--- src/rtl/async_fifo_wr_ctrl.sv ---
// Write-domain controller of a dual-clock FIFO. It accepts producer words and drives the SRAM write port.
// It publishes a Gray write pointer and derives conservative full/almost_full/level from the synchronized read pointer.
module async_fifo_wr_ctrl #(
    parameter int ADDR_WIDTH   = 4,
    parameter int DATA_WIDTH   = 4,
    parameter int SYNC_STAGES  = 2,
    parameter int AFULL_THRESH = 12
) (
    input  logic                  wclk,
    input  logic                  rst,
    input  logic                  w_valid,
    output logic                  w_ready,
    input  logic [DATA_WIDTH-1:0] w_data_in,
    input  logic [ADDR_WIDTH:0]   rptr_gray,
    output logic [ADDR_WIDTH:0]   wptr_gray,
    output logic                  sram_w_en,
    output logic [ADDR_WIDTH-1:0] sram_w_addr,
    output logic [DATA_WIDTH-1:0] sram_w_data,
    output logic                  full,
    output logic                  almost_full,
    output logic [ADDR_WIDTH:0]   level
);

    localparam int PW = ADDR_WIDTH + 1;
    // Full when the write pointer is exactly one lap ahead: the top two Gray bits differ, the rest match.
    localparam logic [PW-1:0] FULL_MASK = PW'(3) << (ADDR_WIDTH - 1);

    logic [PW-1:0]                  wbin;
    logic [PW-1:0]                  wbin_next;
    logic [PW-1:0]                  wgray_next;
    logic [SYNC_STAGES-1:0][PW-1:0] sync_q;
    logic [PW-1:0]                  rq;
    logic [PW-1:0]                  rbin_sync;
    logic [PW-1:0]                  level_next;
    logic                           accept;
    logic                           full_next;
    logic                           afull_next;

    assign w_ready     = !full && !rst;
    assign accept      = w_valid && w_ready;
    assign sram_w_en   = accept;
    assign sram_w_addr = wbin[ADDR_WIDTH-1:0];
    assign sram_w_data = w_data_in;

    assign wbin_next  = wbin + {{ADDR_WIDTH{1'b0}}, accept};
    assign wgray_next = wbin_next ^ (wbin_next >> 1);
    assign rq         = sync_q[SYNC_STAGES-1];

    // NOTE: every variable assigned in always_comb gets a default first, so no latch can be inferred.
    always_comb begin
        rbin_sync = '0;
        for (int i = 0; i < PW; i++) begin
            rbin_sync[i] = ^(rq >> i);
        end
    end

    // Stale rq only lags the real read pointer, so level can overestimate but never underestimate.
    assign level_next = wbin_next - rbin_sync;
    assign full_next  = (wgray_next == (rq ^ FULL_MASK));
    assign afull_next = (level_next >= PW'(AFULL_THRESH));

    // NOTE: synchronizer flops are reset too; a stale nonzero rq after reset would fake a nonzero level.
    always_ff @(posedge wclk or posedge rst) begin
        if (rst) begin
            sync_q <= '0;
        end else begin
            sync_q[0] <= rptr_gray;
            for (int i = 1; i < SYNC_STAGES; i++) begin
                sync_q[i] <= sync_q[i-1];
            end
        end
    end

    // NOTE: sequential state uses non-blocking assignments so all registers see pre-edge values.
    always_ff @(posedge wclk or posedge rst) begin
        if (rst) begin
            wbin        <= '0;
            wptr_gray   <= '0;
            full        <= 1'b0;
            almost_full <= 1'b0;
            level       <= '0;
        end else begin
            wbin        <= wbin_next;
            wptr_gray   <= wgray_next;
            full        <= full_next;
            almost_full <= afull_next;
            level       <= level_next;
        end
    end

endmodule

--- config.mk ---
export PLATFORM = sky130hd
export DESIGN_NAME = async_fifo_wr_ctrl
export DESIGN_NICKNAME = d
export VERILOG_FILES = /design/src/rtl/async_fifo_wr_ctrl.sv
export SDC_FILE = /design/constraint.sdc
export NUM_CORES = 1
export LEC_CHECK = 0
export ABC_AREA = 1
export CAP_MARGIN = 20
export CORE_MARGIN = 5
export CORE_UTILIZATION = 30
export DETAILED_ROUTE_END_ITERATION = 10
export SLEW_MARGIN = 20
export SYNTH_ARGS = -nofsm -noshare
export SYNTH_HDL_FRONTEND = slang
export SYNTH_SLANG_ARGS = --single-unit
--- constraint.sdc ---
create_clock -name wclk -period 4.06 [get_ports wclk]
set_clock_uncertainty 0.1 [all_clocks]
set_input_delay 0.609 -clock wclk [delete_from_list [all_inputs] [get_ports wclk]]
set_output_delay 0.609 -clock wclk [all_outputs]
set_load 0.05 [all_outputs]
Word level (Yosys, flattened, before mapping)
Cells that the tools add are included.

Flip-flop bits (word level): 27. Input bits: 12. Output and inout port bits: 22. Word-level logic and storage cells: 22.

Add/sub/neg operators: 2. Order comparisons: 1. Equal/unequal tests: 1. Bitwise logic cells: 2. Reductions and logical operators: 9.

Operator list (number): XOR reduction 5 bit (5); adder 5 x 1 -> 5 bit (1); equality test 5 bit (1); >= comparator 5 x 4 -> 1 bit, second input constant (1); subtractor 5 bit (1); XOR 5 x 4 -> 5 bit (1); logical AND 1 bit (2); zero test 1 bit (2); inverter 2 bit (1).

Longest topological paths before layout
Gate-level depths: netlist of the first run.

Depth in word-level cells: 6. Mapped depth: 16.

Least setup slack after synthesis of the first run
Ideal clock, no wire load.

Path type: register to register. Start: register full. End: register level[3]. Arrival: 3499 ps. Required time: 3841 ps. Setup slack: 342 ps. Cell stages (with the launch flop): 13. Path buffers: 0. Path through: dfrtp_1 -> nor3b_1 -> ha_1 -> ha_1 -> nand2_1 -> nand2_1 -> inv_1 -> ha_1 -> nand2_1 -> nand3b_1 -> nand2_1 -> nand2_1 -> and2_1.

Word-level cells in the longest chain between the ends: 5.

RTL lines: from (decl) (RTL line 19) `output logic full,`; from (signal assigned) (RTL line 85) `full <= full_next;`; zero test 1 bit (RTL line 39) `assign w_ready = !full && !rst;`; logical AND 1 bit (RTL line 39); logical AND 1 bit (RTL line 40) `assign accept = w_valid && w_ready;`; net sram_w_en (RTL line 16) `output logic sram_w_en,`; adder 5 x 1 -> 5 bit (RTL line 45) `assign wbin_next = wbin + {{ADDR_WIDTH{1'b0}}, accept};`; net wbin_next[2] (RTL line 29) `logic [PW-1:0] wbin_next;`; subtractor 5 bit (RTL line 58) `assign level_next = wbin_next - rbin_sync;`; net level_next[3] (RTL line 34) `logic [PW-1:0] level_next;`; to (signal assigned) (RTL line 87) `level <= level_next;`; to (decl) (RTL line 21) `output logic [ADDR_WIDTH:0] level`.

The timed path passes the listed nets, and every way through them passes these cells.

Final worst setup path of the first run
Start: input port rst. End: output port sram_w_en.

Word-level cells in the longest chain between the ends: 3.

RTL lines: from (decl) (RTL line 10) `input logic rst,`; zero test 1 bit (no source line); logical AND 1 bit (RTL line 39); logical AND 1 bit (RTL line 40); to (decl) (RTL line 16).

No other way between the ends.

==> flow_summary.yaml, run 1 <==
run_status:
  status: "finished clean"
routing:
  wl_per_cell_um: 10.8
  postRouteAntennaNets: 0
  viasPerCell: 4.23
  totalWireLength_um: 2140
  drt-initial-drc-count: 49
  drc: 0
  drt_pre_antenna_iters: 4
  via_count: 838
floorplanning:
  fp.coreArea_mm2: 0.00400
  die_w_um: 74.3
  core.rowCount: 23
  dieArea_mm2: 0.00551
  die_h_um: 74.3
  io_pins: 34
  start_util_pct: 31.0
sta:
  tightest_slew_ns: 0.865
  fin_crit_sh_pct: 71.7
  fin_setup_tns_ns: 0
  setup_viol: 0
  hold_ws_ns: 0.253
  clock.fmax_ghz: 0.343
  slew_violations: 0
  grt_setup_unrepaired: "no"
  hold_viol_final: 0
  layout_min_cycle_time_ns: 2.91
  max-slew-margin-rel_pct: 42.0
global_routing:
  track_usage_pct: 8.78
  grt_pass1_wl_um: 3730
  grt_max_degree: 27
  overflow: 0
  grt_pass1_vias: 852
  antenna_found_initial: 0
cts:
  cts_buffers: 3
  cts_tree: "built"
  clock_sinks: 26
  cts_root_buf: "clkbuf_8"
  hold_buffers: 0
  cts.htree.levels: 1
  clk_pin_slew_ns: 0.09
  clkLatencyLatePin_ns: 0.27
  clock_path_buffers: 2
  post_cts_buffers: 0
  cts-resized-gates: 0
synth:
  synth.ff_latch_count: 26
  yosysUniqueCellTypes: 19
  synth_fp_nets: 141
  netlist_instances: 123
  synth-seq-area-share_pct: 52.5
  yosys.area.top_type: "dfrtp_1"
  ys_warn_count: 0
  synth_top_area_share_pct: 52.5
  syn-cell-area_mm2: 0.00124
  synth.area.top_cells: "dfrtp_1, nand2_1, xor2_1, ha_1, inv_1"
  avgSynthCellArea_um2: 10.1
finish:
  n_fill_cell: 384
  drive_gt1_share_pct: 9.46
  regArea_um2: 651
  fin_nets: 167
  n_antenna_cell: 0
  multiInputGateArea_um2: 483
  area_growth_pct: 28.6
placement:
  hpwl_um: 1690
  place_congestion: 0.756
  io_buffers: 25
critical_path:
  worst_ep_required_time_ns: 3.35
  cp-end-kind: "output pin"
  critPathMaxFanout: 3
  cp-start-kind: "input pin"
  critPathArrivalTime_ns: 2.20
  worstSetupPathType: "input pin to output pin"
job:
  drv_cap: 0
worst_hold_path:
  hp-class: "flip-flop to flip-flop"
area by class of cell:
class	count	share of cell area (%)
inverter	20	4.71
multi-input combinational	73	30.3
tap	50	3.93
sequential	26	40.8
timing repair buffer	25	15.7
clock inverter	1	1.89
clock buffer	3	2.59
logic make-up after synthesis:
group	after synthesis	share of synthesized area, %
AND/OR/NAND/NOR	53	20.6
buffers and inverters	24	8.48
XOR/XNOR	13	11.9
adder cells (fa/ha/maj)	6	6.06
AO/OA/AOI/OAI	1	0.404
flip-flops	26	52.5
layout by cell type (no fill, tap or decap), types with 2 or more instances in the layout:
| cell | count |
|---|---|
| nand3_1 | 7 |
| nand2_1 | 31 |
| xor2_1 | 9 |
| dfrtp_1 | 26 |
| nand2_2 | 4 |
| nand3b_1 | 2 |
| inv_1 | 19 |
| clkbuf_8 | 3 |
| nand3_2 | 2 |
| ha_1 | 6 |
| clkdlybuf4s50_1 | 25 |
| xor2_2 | 2 |
| nor2_1 | 2 |
| nand4_1 | 2 |
worst max-delay path, stage by stage:
cell             delay [ns]
clkdlybuf4s50_1        0.45
nor3b_1                0.28
clkdlybuf4s50_1        0.86
per-layer routing:
layer / vias to the layer above / track usage (%) / share of wire [%]
met5: - / 0 / 0
met4: 0 / 3.75 / 0.61
met3: 2 / 2.97 / 8.5
met2: 17 / 15.5 / 51
met1: 396 / 9.64 / 40
li1: 423 / - / -
sequential cells by signal (all words and copies together), names as in the netlist:
register and flops:
rq 5, level 5, almost_full 1, wbin 5
full 1, sync_q 5, wptr_gray 4
per-stage QoR:
| stage | util, % | cells | worst slack (ns) | cell area (um2) |
|---|---|---|---|---|
| final | 39.8 | 198 | 1.15 | 1590 |
| after global placement | 38.0 | 194 | 0.940 | 1520 |
| after global routing | 39.8 | 198 | 0.908 | 1590 |
| after detailed placement | 38.0 | 194 | 0.867 | 1520 |
| after floorplan | - | 123 | 0.342 | 1240 |
| after CTS | 39.8 | 198 | 1.12 | 1590 |
cells in the mapped netlist:
cell and count:
xnor2_1 1, buf_4 4, nand3_2 2, dfrtp_1 26
xnor2_4 1, nor2_1 2, ha_1 6, nand2_1 31
nand3b_1 2, nand4_1 2, and2_1 1, a21oi_1 1
xor2_2 2, nand3_1 7, nor3_2 1, xor2_1 9
nand2_2 4, nor3b_1 1, inv_1 20
path summary, 6_finish.rpt:
kind | startpoint | endpoint | slack, ns | depth (start not counted)
setup / recovery | rst | sram_w_en | 1.15 | 3
hold / removal | sync_q[2] | rq[2] | 0.25 | 0
setup reg to reg | full | level[3] | 1.57 | 12
hold reg to reg | sync_q[2] | rq[2] | 0.25 | 0
max in group asynchronous | rst | level[4] | 2.77 | 2
min in group asynchronous | rst | wbin[1] | 0.68 | 2
Power of run 1 is not shown: default switching activity piles up to over one toggle a cycle in this logic, so the estimate is an artifact.
==> run 2: changes to the inputs <==
- clock period: 4.06 -> 2.7 ns (I/O delays scaled with it)
==> run 2 against run 1 <==
Compared with the run above: core utilization grew 1.9 points; via count increased by 2.9%; setup slack got worse by 0.86 ns; sequential share of layout area shrank 1.8 points; non-clock buffer count rose by 3; hold slack gained 0.00066 ns; global-route usage fell by 0.22 points; register-to-register slack lost 1.3 ns; clock-buffer cell count unchanged; routed wire length shrank 1.8%; final area increased by 4.7%.
==> flow_summary.yaml, run 2 (synthesis gave the netlist of run 1 again) <==
cts:
  cts_root_buf: "clkbuf_8"
  cts.htree.levels: 1
  clkLatencyLatePin_ns: 0.26
  hold_buffers: 0
  post_cts_buffers: 0
  cts_tree: "built"
  clk_pin_slew_ns: 0.09
  clock_path_buffers: 2
  cts_buffers: 3
  clock_sinks: 26
  cts-resized-gates: 0
sta:
  hold_ws_ns: 0.254
  layout_min_cycle_time_ns: 2.42
  slew_violations: 0
  grt_setup_unrepaired: "no"
  max-slew-margin-rel_pct: 66.3
  setup_viol: 0
  clock.fmax_ghz: 0.414
  fin_crit_sh_pct: 89.5
  hold_viol_final: 0
  tightest_slew_ns: 0.504
routing:
  postRouteAntennaNets: 0
  viasPerCell: 4.29
  via_count: 862
  drt-initial-drc-count: 30
  totalWireLength_um: 2100
  drc: 0
  wl_per_cell_um: 10.4
  drt_pre_antenna_iters: 5
floorplanning:
  fp.coreArea_mm2: 0.00400
  die_h_um: 74.3
  core.rowCount: 23
  start_util_pct: 31.0
  io_pins: 34
  die_w_um: 74.3
  dieArea_mm2: 0.00551
placement:
  place_congestion: 0.758
  io_buffers: 25
  hpwl_um: 1730
finish:
  drive_gt1_share_pct: 18.5
  area_growth_pct: 34.6
  layout_common_cells: "nand2_1, dfrtp_1, clkdlybuf4s50_1"
  n_antenna_cell: 0
  n_fill_cell: 389
  fin_nets: 170
  final_common_cell: "nand2_1"
critical_path:
  critPathMaxFanout: 6
  cp-end-kind: "flip-flop"
  worst_ep_required_time_ns: 2.77
  worstSetupPathType: "input pin to flip-flop"
  worstPathCellList: "clkdlybuf4s50_1 -> nor3b_4 -> ha_2 -> ha_4 -> inv_1 -> nand3_1 -> nand2_1 -> inv_1 -> ha_1 -> inv_1 -> nand2_2 -> nand3_1 -> nand3b_1 -> nand2_2 -> nand2_2"
  crit_family: "simple AND/OR/NAND/NOR gates"
  max_stage_delay_ns: 0.47
  cp-start-kind: "input pin"
  critPathArrivalTime_ns: 2.48
  crit_buf_inv: 4
  cp_slowest_cell: "clkdlybuf4s50_1"
global_routing:
  grt_pass1_vias: 835
  overflow: 0
  grt_pass1_wl_um: 3660
  antenna_found_initial: 0
  track_usage_pct: 8.57
  grt_max_degree: 27
run_status:
  status: "finished clean"
job:
  drv_cap: 0
worst_hold_path:
  hp-class: "flip-flop to flip-flop"
==> run 2: final timing paths <==
| check | startpoint | end | slack [ns] | cells past startpoint |
|---|---|---|---|---|
| worst min-delay path | sync_q[0] | rq[0] | 0.25 | 0 |
| worst min register to register | sync_q[0] | rq[0] | 0.25 | 0 |
| worst max-delay path | rst | almost_full | 0.28 | 15 |
| max in group asynchronous | rst | full | 1.75 | 3 |
| min in group asynchronous | rst | wbin[1] | 0.49 | 3 |
| worst max register to register | rq[3] | almost_full | 0.32 | 16 |
==> run 2: cell type report <==
| class | instances | area, um2 | area share, % |
|---|---|---|---|
| clock buffer | 3 | 41.3 | 2.48 |
| clock inverter | 1 | 30.0 | 1.80 |
| inverter | 20 | 75.1 | 4.50 |
| multi-input combinational | 73 | 539 | 32.3 |
| sequential | 26 | 652 | 39.1 |
| tap | 50 | 62.6 | 3.75 |
| timing repair buffer | 28 | 268 | 16.1 |
==> run 2: worst register-to-register path: cells and delay by family (launching register included) <==
family | cells | cell delay [ns]
xor gates and xnor gates | 2 | 0.54
adders and majority gates | 2 | 0.30
and+or+nand+nor | 8 | 0.66
buffers and inverters | 4 | 0.26
DFF | 1 | 0.40
==> run 2: stage by stage <==
step	utilization, %	setup WS, ns	TNS (ns)	std cells	instance area [um2]
after floorplan	-	-0.00581	-0.00581	123	1300
after global placement	39.9	0.0116	0	197	1600
after detailed placement	39.9	-0.0160	-0.0248	197	1600
after CTS	41.7	0.265	0	201	1670
after global routing	41.7	0.0698	0	201	1670
final	41.7	0.284	0	201	1670
==> run 2: per-layer routing <==
metal | GRT usage [%] | part of all wire, %
met1 | 10.2 | 43
met2 | 15.1 | 51
met3 | 2.43 | 6.3
met4 | 2.57 | 0.48
met5 | 0 | 0
Power of run 2 is left out for the same reason.
==> run 3: changes to the inputs <==
- CORE_MARGIN: 5 -> unset
==> run 3 against run 2 <==
Compared with the run above: first-iteration DRC count shrank 43%; setup slack lost 0.035 ns; core utilization grew 2.0 points; global-route usage grew 3.4 points; via count grew 0.35%; flip-flop and latch count is the same; final area shrank 0.53%; register-to-register slack gained 0.10 ns; die area shrank 20%; routed wire length grew 4.4%; fmax shrank 1.4%; non-clock buffer count grew 1; critical endpoint is now level[3].
==> flow_summary.yaml, run 3 (synthesis gave the netlist of run 1 again) <==
placement:
  place_congestion: 0.929
  hpwl_um: 1710
  dpl_cell_area_mm2: 0.00160
  io_buffers: 25
critical_path:
  cp-start-kind: "input pin"
  critPathArrivalTime_ns: 2.52
  critPathMaxFanout: 4
  crit_buf_inv: 2
  crit_family: "simple AND/OR/NAND/NOR gates"
  cp-end-kind: "flip-flop"
  worstSetupPathType: "input pin to flip-flop"
  max_stage_delay_ns: 0.48
  worstPathCellList: "clkdlybuf4s50_1 -> nor3b_4 -> ha_2 -> ha_4 -> nand2_2 -> nand2_2 -> inv_2 -> ha_4 -> nand2_1 -> nand3b_1 -> nand2_1 -> nand2_1 -> and2_1"
  crit_top_cell: "nand2_1"
  worst_ep_required_time_ns: 2.76
  cp_slowest_cell: "clkdlybuf4s50_1"
cts:
  cts.htree.levels: 1
  clock_sinks: 26
  hold_buffers: 0
  cts_root_buf: "clkbuf_8"
  cts-resized-gates: 0
  cts_tree: "built"
  post_cts_buffers: 0
  clock_path_buffers: 2
  clk_pin_slew_ns: 0.08
  clkLatencyLatePin_ns: 0.27
  cts_buffers: 3
floorplanning:
  dieArea_mm2: 0.00439
  die_h_um: 66.3
  die_w_um: 66.3
  start_util_pct: 32.6
  fp.coreArea_mm2: 0.00380
  io_pins: 34
  core.rowCount: 22
sta:
  fin_setup_tns_ns: 0
  tightest_slew_ns: 0.508
  clock.fmax_ghz: 0.408
  layout_min_cycle_time_ns: 2.45
  hold_viol_final: 0
  fin_crit_sh_pct: 90.8
  slew_violations: 0
  setup_viol: 0
  grt_setup_unrepaired: "no"
  max-slew-margin-rel_pct: 66.0
finish:
  final_common_cell: "nand2_1"
  drive_gt1_share_pct: 18.4
  stdcell_area_mm2: 0.00166
  layout_common_cells: "nand2_1, dfrtp_1, clkdlybuf4s50_1"
  fin_nets: 171
  area_growth_pct: 33.9
  n_antenna_cell: 0
  n_fill_cell: 359
routing:
  drt-initial-drc-count: 17
  viasPerCell: 4.33
  drc: 0
  wl_per_cell_um: 11.0
  via_count: 865
  drt_pre_antenna_iters: 4
  postRouteAntennaNets: 0
  totalWireLength_um: 2190
global_routing:
  grt_max_degree: 27
  grt_pass1_wl_um: 3900
  antenna_found_initial: 0
  track_usage_pct: 12.0
  grt_pass1_vias: 957
  overflow: 0
worst_hold_path:
  hp-class: "flip-flop to flip-flop"
run_status:
  status: "finished clean"
job:
  drv_cap: 0
==> run 3: layer usage <==
| layer | routed length, um | part of all wire [%] | up-vias | track usage, % |
|---|---|---|---|---|
| li1 | - | - | 428 | - |
| met1 | 902 | 41 | 415 | 12.6 |
| met2 | 1170 | 54 | 17 | 22.7 |
| met3 | 74 | 3.4 | 5 | 2.07 |
| met4 | 40 | 1.8 | 0 | 5.59 |
| met5 | 0 | 0 | - | 0 |
==> run 3: final timing paths <==
path	depth (start not counted)	slack, ns	start	end
max in group asynchronous	3	1.74	rst	full
worst min-delay path	0	0.25	sync_q[2]	rq[2]
worst max-delay path	13	0.25	rst	level[3]
worst min register to register	0	0.25	sync_q[2]	rq[2]
min in group asynchronous	3	0.50	rst	wbin[0]
worst max register to register	16	0.42	rq[4]	almost_full
==> run 3: area by class of cell <==
cell class / instances / area [um2] / share of cell area [%]
Inverter: 20 / 75.1 / 4.52
Sequential cell: 26 / 652 / 39.3
Clock buffer: 4 / 55.1 / 3.32
Timing Repair Buffer: 29 / 278 / 16.7
Multi-Input combinational cell: 73 / 539 / 32.5
Tap cell: 48 / 60.1 / 3.62
==> run 3: metrics by stage <==
stage               utilization, %  setup WS, ns  std cells  hold WS [ns]
finish                        43.7         0.249        200         0.254
global route                  43.7         0.110        200         0.262
CTS                           43.7         0.244        200         0.256
detailed placement            42.2       -0.0459        196         0.235
global placement              42.2        0.0204        196         0.232
floorplan                        -      -0.00581        123         0.231
Power of run 3 is left out for the same reason.
